==> src/rtl/wb_irq_mux_pkg.sv <==
// rtl/wb_irq_mux_pkg.sv - register map, bus states and configuration checks for wb_irq_mux
package wb_irq_mux_pkg;

  localparam int IRQ_VEC_W       = 32;
  localparam int IRQ_NUM_SRC_MAX = 30;
  localparam int IRQ_BASE_MIN    = 2;  // bits 0/1 stay free for non-maskable sources

  // Byte offsets; bits [4:2] select the register.
  localparam logic [4:0] IRQ_REG_STATUS   = 5'h00;
  localparam logic [4:0] IRQ_REG_PENDING  = 5'h04;
  localparam logic [4:0] IRQ_REG_MASK     = 5'h08;
  localparam logic [4:0] IRQ_REG_MODE     = 5'h0C;
  localparam logic [4:0] IRQ_REG_POLARITY = 5'h10;
  localparam logic [4:0] IRQ_REG_SWSET    = 5'h14;

  localparam logic [31:0] IRQ_RST_DATA = 32'h0000_0000;

  typedef enum logic [1:0] {
    BUS_IDLE,
    BUS_ACK,
    BUS_ERR
  } bus_state_e;

  function automatic bit irq_cfg_ok(input int num_src, input int irq_base, input int sync_stages);
    return (num_src >= 1) && (num_src <= IRQ_NUM_SRC_MAX) &&
           (irq_base >= IRQ_BASE_MIN) && (irq_base + num_src <= IRQ_VEC_W) &&
           (sync_stages >= 2) && (sync_stages <= 3);
  endfunction

endpackage

==> src/rtl/wb_irq_sync.sv <==
// rtl/wb_irq_sync.sv - per-source synchronizer, polarity correction and rising-edge detect
//   clk, rst_n : clock, asynchronous active-low reset
//   src        : asynchronous raw interrupt input
//   pol        : 1 = active-high/rising, 0 = active-low/falling
//   act        : synchronized, polarity-corrected active level
//   rise       : act went 0->1 since the previous cycle
module wb_irq_sync
  import wb_irq_mux_pkg::*;
#(
  parameter int SYNC_STAGES = 2
) (
  input  logic clk,
  input  logic rst_n,
  input  logic src,
  input  logic pol,
  output logic act,
  output logic rise
);

  logic [SYNC_STAGES-1:0] sync_q;
  logic                   prev_q;

  always_ff @(posedge clk or negedge rst_n) begin
    if (!rst_n) begin
      sync_q <= '0;
      prev_q <= IRQ_RST_DATA[0];
    end else begin
      sync_q <= {sync_q[SYNC_STAGES-2:0], src};
      // Tracks the corrected level, so a polarity flip alone can produce an edge.
      prev_q <= act;
    end
  end

  assign act  = sync_q[SYNC_STAGES-1] ^ ~pol;
  assign rise = act & ~prev_q;

endmodule

==> src/rtl/wb_irq_mux.sv <==
// rtl/wb_irq_mux.sv - Wishbone slave interrupt controller driving the mor1kx irq vector
//   Optional feature macro: WB_IRQ_MUX_SWTRIG_EN (maps SWSET at 0x14)
//   wb_clk_i, wb_rst_n_i         : clock, asynchronous active-low reset
//   wb_adr_i/dat_i/sel_i/we_i    : Wishbone request (adr[4:2] selects the register)
//   wb_cyc_i/stb_i/cti_i/bte_i   : Wishbone cycle control (cti/bte ignored)
//   wb_dat_o/ack_o/err_o/rty_o   : Wishbone response
//   irq_src_i                    : asynchronous interrupt sources
//   irq_o                        : interrupt vector, sources on [IRQ_BASE +: NUM_SRC]
module wb_irq_mux
  import wb_irq_mux_pkg::*;
#(
  parameter int NUM_SRC     = 8,
  parameter int IRQ_BASE    = 2,
  parameter int SYNC_STAGES = 2
) (
  input  logic               wb_clk_i,
  input  logic               wb_rst_n_i,
  input  logic [4:0]         wb_adr_i,
  input  logic [31:0]        wb_dat_i,
  input  logic [3:0]         wb_sel_i,
  input  logic               wb_we_i,
  input  logic               wb_cyc_i,
  input  logic               wb_stb_i,
  input  logic [2:0]         wb_cti_i,
  input  logic [1:0]         wb_bte_i,
  output logic [31:0]        wb_dat_o,
  output logic               wb_ack_o,
  output logic               wb_err_o,
  output logic               wb_rty_o,
  input  logic [NUM_SRC-1:0] irq_src_i,
  output logic [31:0]        irq_o
);

  localparam bit CFG_OK = irq_cfg_ok(NUM_SRC, IRQ_BASE, SYNC_STAGES);

`ifdef WB_IRQ_MUX_SWTRIG_EN
  localparam bit SWTRIG = 1'b1;
`else
  localparam bit SWTRIG = 1'b0;
`endif

  localparam logic [2:0] IDX_STATUS   = IRQ_REG_STATUS[4:2];
  localparam logic [2:0] IDX_PENDING  = IRQ_REG_PENDING[4:2];
  localparam logic [2:0] IDX_MASK     = IRQ_REG_MASK[4:2];
  localparam logic [2:0] IDX_MODE     = IRQ_REG_MODE[4:2];
  localparam logic [2:0] IDX_POLARITY = IRQ_REG_POLARITY[4:2];
  localparam logic [2:0] IDX_SWSET    = IRQ_REG_SWSET[4:2];

  bus_state_e state_q, state_d;

  logic [NUM_SRC-1:0] mask_q, mode_q, pol_q, pend_q, irq_q;
  logic [NUM_SRC-1:0] act, rise, pend_d, clr, sw_set;
  logic [NUM_SRC-1:0] wr_bits, wr_lanes;
  logic [31:0]        lane_mask, wr_word, rdata, dat_q;
  logic [31:0]        irq_vec;
  logic [2:0]         reg_idx;
  logic               mapped, req, wr_en, rd_en;

  // ---------------------------------------------------------------- sources
  for (genvar i = 0; i < NUM_SRC; i++) begin : g_src
    wb_irq_sync #(
      .SYNC_STAGES(SYNC_STAGES)
    ) u_sync (
      .clk  (wb_clk_i),
      .rst_n(wb_rst_n_i),
      .src  (irq_src_i[i]),
      .pol  (pol_q[i]),
      .act  (act[i]),
      .rise (rise[i])
    );
  end

  // ---------------------------------------------------------------- decode
  assign reg_idx = wb_adr_i[4:2];

  always_comb begin
    mapped = 1'b0;
    rdata  = '0;
    case (reg_idx)
      IDX_STATUS:   begin mapped = 1'b1; rdata[NUM_SRC-1:0] = act;    end
      IDX_PENDING:  begin mapped = 1'b1; rdata[NUM_SRC-1:0] = pend_q; end
      IDX_MASK:     begin mapped = 1'b1; rdata[NUM_SRC-1:0] = mask_q; end
      IDX_MODE:     begin mapped = 1'b1; rdata[NUM_SRC-1:0] = mode_q; end
      IDX_POLARITY: begin mapped = 1'b1; rdata[NUM_SRC-1:0] = pol_q;  end
      IDX_SWSET:    mapped = SWTRIG;  // write-only, reads 0
      default:      mapped = 1'b0;
    endcase
  end

  always_comb begin
    lane_mask = '0;
    for (int b = 0; b < 4; b++) lane_mask[8*b +: 8] = {8{wb_sel_i[b]}};
  end

  assign wr_word  = wb_dat_i & lane_mask;
  assign wr_bits  = wr_word[NUM_SRC-1:0];
  assign wr_lanes = lane_mask[NUM_SRC-1:0];

  // ---------------------------------------------------------------- bus FSM
  always_ff @(posedge wb_clk_i or negedge wb_rst_n_i) begin
    if (!wb_rst_n_i) state_q <= BUS_IDLE;
    else             state_q <= state_d;
  end

  // A request is only taken from IDLE, so every beat costs two cycles and an
  // already-issued response completes even if the master drops cyc.
  always_comb begin
    state_d = BUS_IDLE;
    req     = 1'b0;
    if (state_q == BUS_IDLE && wb_cyc_i && wb_stb_i) begin
      req     = 1'b1;
      state_d = mapped ? BUS_ACK : BUS_ERR;
    end
  end

  assign wr_en = req & mapped & wb_we_i;
  assign rd_en = req & mapped & ~wb_we_i;

  // ---------------------------------------------------------------- pending
  assign clr = (wr_en && reg_idx == IDX_PENDING) ? wr_bits : '0;

`ifdef WB_IRQ_MUX_SWTRIG_EN
  assign sw_set = (wr_en && reg_idx == IDX_SWSET) ? wr_bits : '0;
`else
  assign sw_set = '0;
`endif

  // Edge bits: set (hardware or software) wins over a same-cycle W1C.
  // Level bits: follow the active level, W1C and SWSET have no effect.
  assign pend_d = (mode_q & (rise | sw_set | (pend_q & ~clr))) | (~mode_q & act);

  // ---------------------------------------------------------------- registers
  always_ff @(posedge wb_clk_i or negedge wb_rst_n_i) begin
    if (!wb_rst_n_i) begin
      mask_q <= '0;
      mode_q <= '0;
      pol_q  <= '0;
      pend_q <= '0;
      irq_q  <= '0;
      dat_q  <= IRQ_RST_DATA;
    end else begin
      if (wr_en && reg_idx == IDX_MASK)     mask_q <= (mask_q & ~wr_lanes) | wr_bits;
      if (wr_en && reg_idx == IDX_MODE)     mode_q <= (mode_q & ~wr_lanes) | wr_bits;
      if (wr_en && reg_idx == IDX_POLARITY) pol_q  <= (pol_q  & ~wr_lanes) | wr_bits;
      pend_q <= pend_d;
      irq_q  <= pend_q & mask_q;
      dat_q  <= rd_en ? rdata : IRQ_RST_DATA;
    end
  end

  // ---------------------------------------------------------------- outputs
  assign wb_ack_o = (state_q == BUS_ACK);
  assign wb_err_o = (state_q == BUS_ERR);
  assign wb_rty_o = 1'b0;
  assign wb_dat_o = dat_q;

  assign irq_vec = {{(IRQ_VEC_W-NUM_SRC){1'b0}}, irq_q} << IRQ_BASE;
  assign irq_o   = CFG_OK ? irq_vec : '0;

  logic unused_bits;
  assign unused_bits = ^{wb_cti_i, wb_bte_i, wb_adr_i[1:0], lane_mask, wr_word};

endmodule

==> config.mk <==
export PLATFORM = sky130hd
export DESIGN_NAME = wb_irq_mux
export DESIGN_NICKNAME = d
export VERILOG_FILES = /design/src/rtl/wb_irq_mux_pkg.sv /design/src/rtl/wb_irq_sync.sv /design/src/rtl/wb_irq_mux.sv
export SDC_FILE = /design/constraint.sdc
export NUM_CORES = 1
export LEC_CHECK = 0
export BUFFER_PORTS_ARGS = -buffer_cell sky130_fd_sc_hd__buf_2
export CORE_MARGIN = 5
export CORE_UTILIZATION = 40
export DETAILED_ROUTE_END_ITERATION = 12
export PLACE_DENSITY_LB_ADDON = 0.2
export SETUP_SLACK_MARGIN = 0.3
export SYNTH_ARGS = -nofsm -noshare
export SYNTH_HDL_FRONTEND = slang
export SYNTH_SLANG_ARGS = --single-unit
==> constraint.sdc <==
create_clock -name wb_clk_i -period 3.1 [get_ports wb_clk_i]
set_input_delay 0.62 -clock wb_clk_i [delete_from_list [all_inputs] [get_ports wb_clk_i]]
set_output_delay 0.62 -clock wb_clk_i [all_outputs]
set_load 0.01 [all_outputs]
==> results.yml, run 1 <==
floorplan:
  die-width_um: 101.8
  rows: 33
  dieArea_sq_mm: 0.01036
  core_area_sq_mm: 0.008217
  die_h_um: 101.8
  io_pins: 126
  initial_utilization_pct: 41.02
sta:
  finalHoldViolCount: 0
  rsz0062_at_grt: "no"
  tightest_slew_ns: 0.7886
  tns_ns: 0
  slew_viol_final: 0
  period_share_pct: 66.74
  setup_viol: 0
  slew_headroom_pct: 47.32
  max_freq_mhz: 483.4
  fin_ws_ns: 1.031
  fin_crit_ns: 2.069
  clock-skew-final_ns: 0.007374
route:
  wl_um: 6498
  drc_errors: 0
  vias: 2060
  via_per_inst: 4.661
  wl_per_cell_um: 14.70
  ant_nets: 0
  drt_iter0_markers: 62
  dr.pass1.iters: 4
yosys:
  ys_seq_area_share_pct: 54.94
  ys_ff_latch: 74
  synthCells: 282
  yosysWarnings: 0
  synth_top_area_cell: "dfrtp_1"
  synth.top_cell.area_share_pct: 54.94
  syn_area_sq_mm: 0.003371
  avgSynthCellArea_sq_um: 11.95
  synth_cell_types: 33
  synthTopCellsByArea: "dfrtp_1 55%, buf_4 11%, mux2_2 11%"
critical_path:
  worstPathRequired_ns: 3.32
  worstSetupEndpointType: "register"
  critPathArrivalTime_ns: 2.29
  crit_fanout: 12
  crit_type: "register to register"
  cp-start-kind: "register"
global_routing:
  grt_pass1_vias: 2015
  grt_first_pass_wirelength_um: 10370
  grt_max_degree: 30
  grt_use_total_pct: 13.38
  grt_overflow_total: 0
  antenna_found_initial: 0
placed_design:
  dp.cells: 426
  port_buffers: 42
  hpwl_um: 4515
  gp_congestion: 0.7938
  pre_cts_ws_ns: 0.7715
cts:
  cts_buffers: 9
  cts_buffer_depth: 2
  cts.htree.levels: 3
  root_buffer: "clkbuf_8"
  clock_sinks: 74
  cts_tree: "built"
  post_cts_buffers: 0
  clk_pin_slew_ns: 0.07
  cts_resized: 0
  cts_hold_buffers: 0
  insertion_delay_ns: 0.34
finish:
  area_growth_pct: 10.10
  layout.nets: 391
  antennaDiodeCount: 0
  layout-drive-gt1-share_pct: 29.97
  instances_no_fill: 442
power:
  power_leakage_uw: 0.001833
  irDropWorstVdd_v: 0.0001950
  pwr_density_cell_mw_per_mm2: 556.8
  p_total_uw: 2066
job:
  maxCapViolCount: 0
run_status:
  outcome: "completed"
worst_hold_path:
  hold_class: "input pin to async pin"
[metal layers]
metal / vias up / GRT usage (%) / part of all wire [%]
met1: 1014 / 18.36 / 45
met3: 11 / 3.030 / 5.9
met2: 77 / 19.57 / 47
met4: 0 / 7.362 / 2.0
met5: - / 0 / 0
li1: 958 / - / -
[cells in the mapped netlist]
master	n
nand3_1	1
nor3_1	1
nand2_1	24
and2_1	14
buf_2	3
buf_4	50
buf_6	1
buf_1	1
and2_2	1
nor4bb_1	1
and4bb_2	1
a22oi_1	14
nor4_1	8
dfrtp_1	74
nor3b_1	1
xnor2_1	8
nor2b_1	3
a21o_2	1
o21ai_0	8
nand4b_1	1
nand4b_4	1
o21a_1	1
mux2_2	32
a21oi_1	8
clkbuf_1	3
nor2_1	2
inv_1	9
a21o_1	1
nor4_4	1
or3_1	2
nand3b_1	4
conb_1	1
nand4bb_4	1
[layout make-up]
type,count,area (sq um)
Clock inverter,2,10.01
Clock buffer,14,172.7
Fill cell,768,4506
Timing Repair Buffer,49,262.8
Tap cell,105,131.4
Inverter,9,33.78
Multi-Input combinational cell,189,1249
Sequential cell,74,1852
[power breakdown]
part           switching (uW)  total (uW)  internal [uW]
logic                     145         256            111
registers                60.3        1120           1060
clock network             332         687            355
total                     537        2070           1530
[worst max-delay path, stage by stage, from the launching register on]
cell and delay (ns):
dfrtp_1 0.41, nand4bb_4 0.39, nor4_4 0.57, buf_4 0.25, mux2_2 0.33
[cells in the final DEF, fill, tap and decap left out, types with 3 or more instances in the layout]
cell type   n
a21oi_1     8
nand3b_1    4
xnor2_1     8
and2_1     14
buf_2      42
conb_1     49
dfrtp_1    74
clkbuf_8   12
mux2_2     32
o21ai_0     8
buf_4       7
a22oi_1    14
nor4_1      8
inv_1       9
nor2b_1     3
nand2_1    24
[logic make-up after synthesis]
group / share of synthesized area (%)
xor gates and xnor gates: 2.079
muxes: 10.69
other: 0.1113
AOI/OAI and AO/OA: 6.199
and+or+nand+nor: 12.62
DFF: 54.94
buffers and inverters: 13.36
[through the flow]
| stage | util, % | hold WS (ns) | instance area (sq um) |
|---|---|---|---|
| floorplan | - | 0.3244 | 3551 |
| global placement | 42.94 | 0.3327 | 3528 |
| detailed placement | 42.94 | 0.3355 | 3528 |
| CTS | 45.17 | 0.2381 | 3711 |
| global route | 45.17 | 0.2758 | 3711 |
| finish | 45.17 | 0.2424 | 3711 |
[path summary, 6_finish.rpt]
check / start / to / slack [ns] / depth (start not counted)
min: wb_rst_n_i / async pin / 0.24 / 1
max reg2reg: state_q[1] / register / 1.03 / 4
max in group asynchronous: wb_rst_n_i / pend_q[3] / 2.10 / 2
min in group wb_clk_i: g_src[3].u_sync.sync_q[0] / g_src[3].u_sync.sync_q[1] / 0.35 / 0
min reg2reg: g_src[3].u_sync.sync_q[0] / g_src[3].u_sync.sync_q[1] / 0.35 / 0
max: state_q[1] / register / 1.03 / 4
(Power assumes the default switching activity.)
==> run 2: changes to the inputs <==
Clock period 3.1 ns to 1.9 ns, I/O delays scaled along.
==> results.yml, run 2 (synthesis gave the netlist of run 1 again) <==
run_status:
  outcome: "completed"
global_routing:
  grt_pass1_vias: 2033
  grt_use_total_pct: 13.44
  grt_max_degree: 46
  grt_overflow_total: 0
  antenna_found_initial: 0
  grt_first_pass_wirelength_um: 10460
sta:
  tns_ns: 0
  period_share_pct: 86.19
  rsz0062_at_grt: "yes"
  tightest_slew_ns: 0.4990
  slew_viol_final: 0
  fin_crit_ns: 1.638
  finalHoldViolCount: 0
  max_freq_mhz: 610.6
  fin_ws_ns: 0.2623
  clock-skew-final_ns: 0.006607
  setup_viol: 0
  hold_slack_ns: 0.1418
  slew_headroom_pct: 66.61
route:
  drt_iter0_markers: 104
  wl_per_cell_um: 14.84
  dr.pass1.iters: 4
  drc_errors: 0
  via_per_inst: 4.638
  ant_nets: 0
  wl_um: 6678
  vias: 2087
finish:
  num-fill-cells: 773
  layout-drive-gt1-share_pct: 33.91
  final_cell_mix: "74 x dfrtp_1, 49 x conb_1, 41 x buf_2, 27 x mux2_2, 24 x nand2_1"
  antennaDiodeCount: 0
  final_common_cell: "dfrtp_1"
  area_growth_pct: 14.66
  instances_no_fill: 450
  layout.nets: 403
floorplan:
  rows: 33
  io_pins: 126
  initial_utilization_pct: 41.02
  die-width_um: 101.8
  die_h_um: 101.8
  core_area_sq_mm: 0.008217
  dieArea_sq_mm: 0.01036
critical_path:
  crit_path_top_delay_cell: "dfrtp_1"
  worstSetupEndpointType: "register"
  cp-start-kind: "register"
  worstPathRequired_ns: 2.12
  crit_type: "register to register"
  path_delay_family: "simple AND/OR/NAND/NOR gates"
  path_buf_inv: 1
  crit_fanout: 6
  critPathArrivalTime_ns: 1.86
  cp_cell_sequence: "nand4bb_4, or3_4, buf_6, mux2_2"
  cpPeakStageDelay_ns: 0.41
power:
  p_sw_share_pct: 25.54
  p_int_uw: 2492
  p_total_uw: 3347
  clkPwrFrac_pct: 31.6
  combPwrFrac_pct: 13.5
  p_sw_uw: 854.9
  seqPwrFrac_pct: 54.9
  pwr_density_cell_mw_per_mm2: 865.9
  irDropWorstVdd_v: 0.0003841
  power_leakage_uw: 0.001896
cts:
  cts_buffers: 9
  root_buffer: "clkbuf_8"
  clock_sinks: 74
  cts.htree.levels: 3
  insertion_delay_ns: 0.34
  cts_buffer_depth: 2
  clk_pin_slew_ns: 0.07
  cts_tree: "built"
placed_design:
  dp.cells: 436
  port_buffers: 42
  gp_congestion: 0.7861
  hpwl_um: 4747
  pre_cts_ws_ns: 0.006806
job:
  maxCapViolCount: 0
worst_hold_path:
  hold_class: "input pin to register"
-- run 2: final timing paths --
| path | start | to | slack [ns] | cells after the start |
|---|---|---|---|---|
| worst max-delay path | state_q[0] | register | 0.26 | 4 |
| min in group asynchronous | wb_rst_n_i | async pin | 0.50 | 2 |
| max in group asynchronous | wb_rst_n_i | async pin | 0.84 | 3 |
| worst max register to register | state_q[0] | register | 0.26 | 4 |
| worst min-delay path | irq_src_i[5] | g_src[5].u_sync.sync_q[0] | 0.14 | 1 |
| worst min register to register | g_src[3].u_sync.sync_q[0] | g_src[3].u_sync.sync_q[1] | 0.35 | 0 |
-- run 2: area by class of cell --
cell class | instances | area, sq um | area share [%]
inverters | 9 | 33.78 | 0.8741
multi-input cells | 189 | 1305 | 33.76
flip-flops and latches | 74 | 1852 | 47.91
clock buffers | 12 | 165.2 | 4.273
well taps | 105 | 131.4 | 3.399
repair buffers | 61 | 377.9 | 9.777
-- run 2: power groups by stage --
stage | Combinational, uW | Sequential [uW] | Clock (uW)
after floorplan | 355 | 1840 | 0
after global placement | 424 | 1860 | 0
after detailed placement | 434 | 1870 | 0
after CTS | 441 | 1840 | 1100
after global routing | 508 | 1860 | 1160
final | 450 | 1840 | 1060
-- run 2: metal layers --
layer / track usage, % / part of all wire, % / vias to the layer above
met5: 0 / 0 / -
met4: 6.442 / 1.5 / 0
met3: 2.893 / 6.4 / 8
met2: 20.47 / 48 / 60
met1: 18.29 / 44 / 1035
li1: - / - / 984
-- run 2: repair_timing --
| item | in CTS | in global routing |
|---|---|---|
| endpoints found under the hold margin | 29 | 0 |
| gates cloned | 0 | 0 |
| pin swaps | 2 | 0 |
| endpoints found under the setup margin | 24 | 31 |
| resized for setup | 3 | 12 |
| hold buffers | 1 | 0 |
| buffers inserted | 1 | 0 |
-- run 2: through the flow --
stage	area, sq um	util [%]
floorplan	3551	-
global placement	3618	44.04
detailed placement	3618	44.04
CTS	3815	46.43
global route	3865	47.04
finish	3865	47.04
==> run 3: changes to the inputs <==
Settings changed: CORE_MARGIN 5 to 1.5.
==> results.yml, run 3 (synthesis gave the netlist of run 1 again) <==
run_status:
  outcome: "completed"
finish:
  final_cell_mix: "74 x dfrtp_1, 49 x conb_1, 42 x buf_2, 32 x mux2_2, 24 x nand2_1"
  multiInputGateArea_sq_mm: 0.001260
  area_growth_pct: 15.48
  antennaDiodeCount: 0
  layout.nets: 406
  num-fill-cells: 769
  final_common_cell: "dfrtp_1"
  layout-drive-gt1-share_pct: 33.62
  regArea_sq_mm: 0.001852
global_routing:
  grt_overflow_total: 0
  grt_util_met1_pct: 18.66
  antenna_found_initial: 0
  grt_max_degree: 27
  grt_use_total_pct: 15.50
  grt_pass1_vias: 2041
  grt_first_pass_wirelength_um: 10210
  use_met3_pct: 5.153
  top_usage_layer: "met2"
  use_met2_pct: 25.48
power:
  p_total_uw: 3518
  power_leakage_uw: 0.001930
  pwr_density_cell_mw_per_mm2: 903.7
  irDropWorstVdd_v: 0.0005349
cts:
  root_buffer: "clkbuf_8"
  cts.htree.levels: 3
  cts_tree: "built"
  cts_buffer_depth: 2
  clk_pin_slew_ns: 0.07
  insertion_delay_ns: 0.35
  cts_buffers: 9
  clock_sinks: 74
sta:
  rsz0062_at_grt: "yes"
  finalHoldViolCount: 0
  fin_crit_ns: 1.627
  slew_viol_final: 0
  max_freq_mhz: 614.6
  tightest_slew_ns: 0.5664
  tns_ns: 0
  period_share_pct: 85.64
  hold_slack_ns: 0.01913
  setup_viol: 0
  clock-skew-final_ns: 0.004611
  slew_headroom_pct: 62.24
critical_path:
  worstSetupEndpointType: "register"
  critPathArrivalTime_ns: 1.86
  cpPeakStageDelay_ns: 0.41
  crit_path_top_delay_cell: "dfrtp_1"
  reg2reg_slack_ns: 0.27
  worstPathRequired_ns: 2.13
  cp-start-kind: "register"
  crit_type: "register to register"
  cp_cell_sequence: "nand4bb_4, or3_1, buf_6, mux2_2"
  r2r-start: "state_q[1]"
  crit_fanout: 8
  worstRegToRegCells: 4
placed_design:
  port_buffers: 42
  hpwl_um: 4554
  gp_congestion: 0.7781
floorplan:
  die-width_um: 94.80
  initial_utilization_pct: 41.23
  io_pins: 126
  die_h_um: 94.80
  core_area_sq_mm: 0.008175
  rows: 33
  dieArea_sq_mm: 0.008986
route:
  drc_errors: 0
  via_per_inst: 4.623
  wl_per_cell_um: 13.80
  vias: 2108
  drt_iter0_markers: 64
  ant_nets: 0
  dr.pass1.iters: 4
  wl_um: 6295
worst_hold_path:
  hold_class: "input pin to async pin"
job:
  maxCapViolCount: 0
==> run 3: timing repair <==
item / 4_1_cts / 5_1_grt
gates resized for setup: 1 / 4
pin swaps: 2 / 2
buffers inserted: 1 / 1
hold buffers: 0 / 0
cloned: 0 / 0
setup endpoints to repair: 16 / 20
==> run 3: power by group <==
group	leakage [uW]	total (uW)	internal (uW)	switching, uW
combinational	0.000879	438	201	237
sequential	0.000945	1840	1740	101
clock	0.000106	1240	705	537
==> run 3: critical path, delay by kind of cell (launching register included) <==
kind | cells | cell delay, ns
buffers and inverters | 1 | 0.16
and+or+nand+nor | 2 | 0.68
muxes | 1 | 0.27
DFF | 1 | 0.41
==> run 3: area by class of cell <==
class	instances	share of cell area, %
clock buffers	13	4.339
repair buffers	64	10.58
multi-input cells	189	32.37
well taps	105	3.375
flip-flops and latches	74	47.57
clock inverters	2	0.9000
inverters	9	0.8679
==> run 3: how the worst max path moves through the flow <==
stage,start,to,slack [ns],cells past startpoint
floorplan,wb_adr_i[2],register,0.26,4
global placement,wb_adr_i[2],register,0.14,5
detailed placement,wb_adr_i[2],register,0.15,5
CTS,state_q[0],register,0.28,4
global route,state_q[1],register,0.22,4
finish,state_q[1],register,0.27,4
==> run 3: per-layer routing <==
metal	part of all wire, %	vias to the layer above	wire [um]
met5	0	-	0
li1	-	989	-
met3	4.6	11	291
met1	43	1051	2722
met4	2.0	0	123
met2	50	57	3158
==> run 3: metrics by stage <==
stage          cells  setup slack, ns  instance area, sq um  utilization, %
3_5_place_dp     439           0.1455                  3651           44.66
5_1_grt          456           0.2200                  3892           47.61
2_1_floorplan    330           0.2581                  3551               -
6_report         456           0.2728                  3892           47.61
4_1_cts          455           0.2786                  3866           47.29
3_3_place_gp     439           0.1434                  3651           44.66
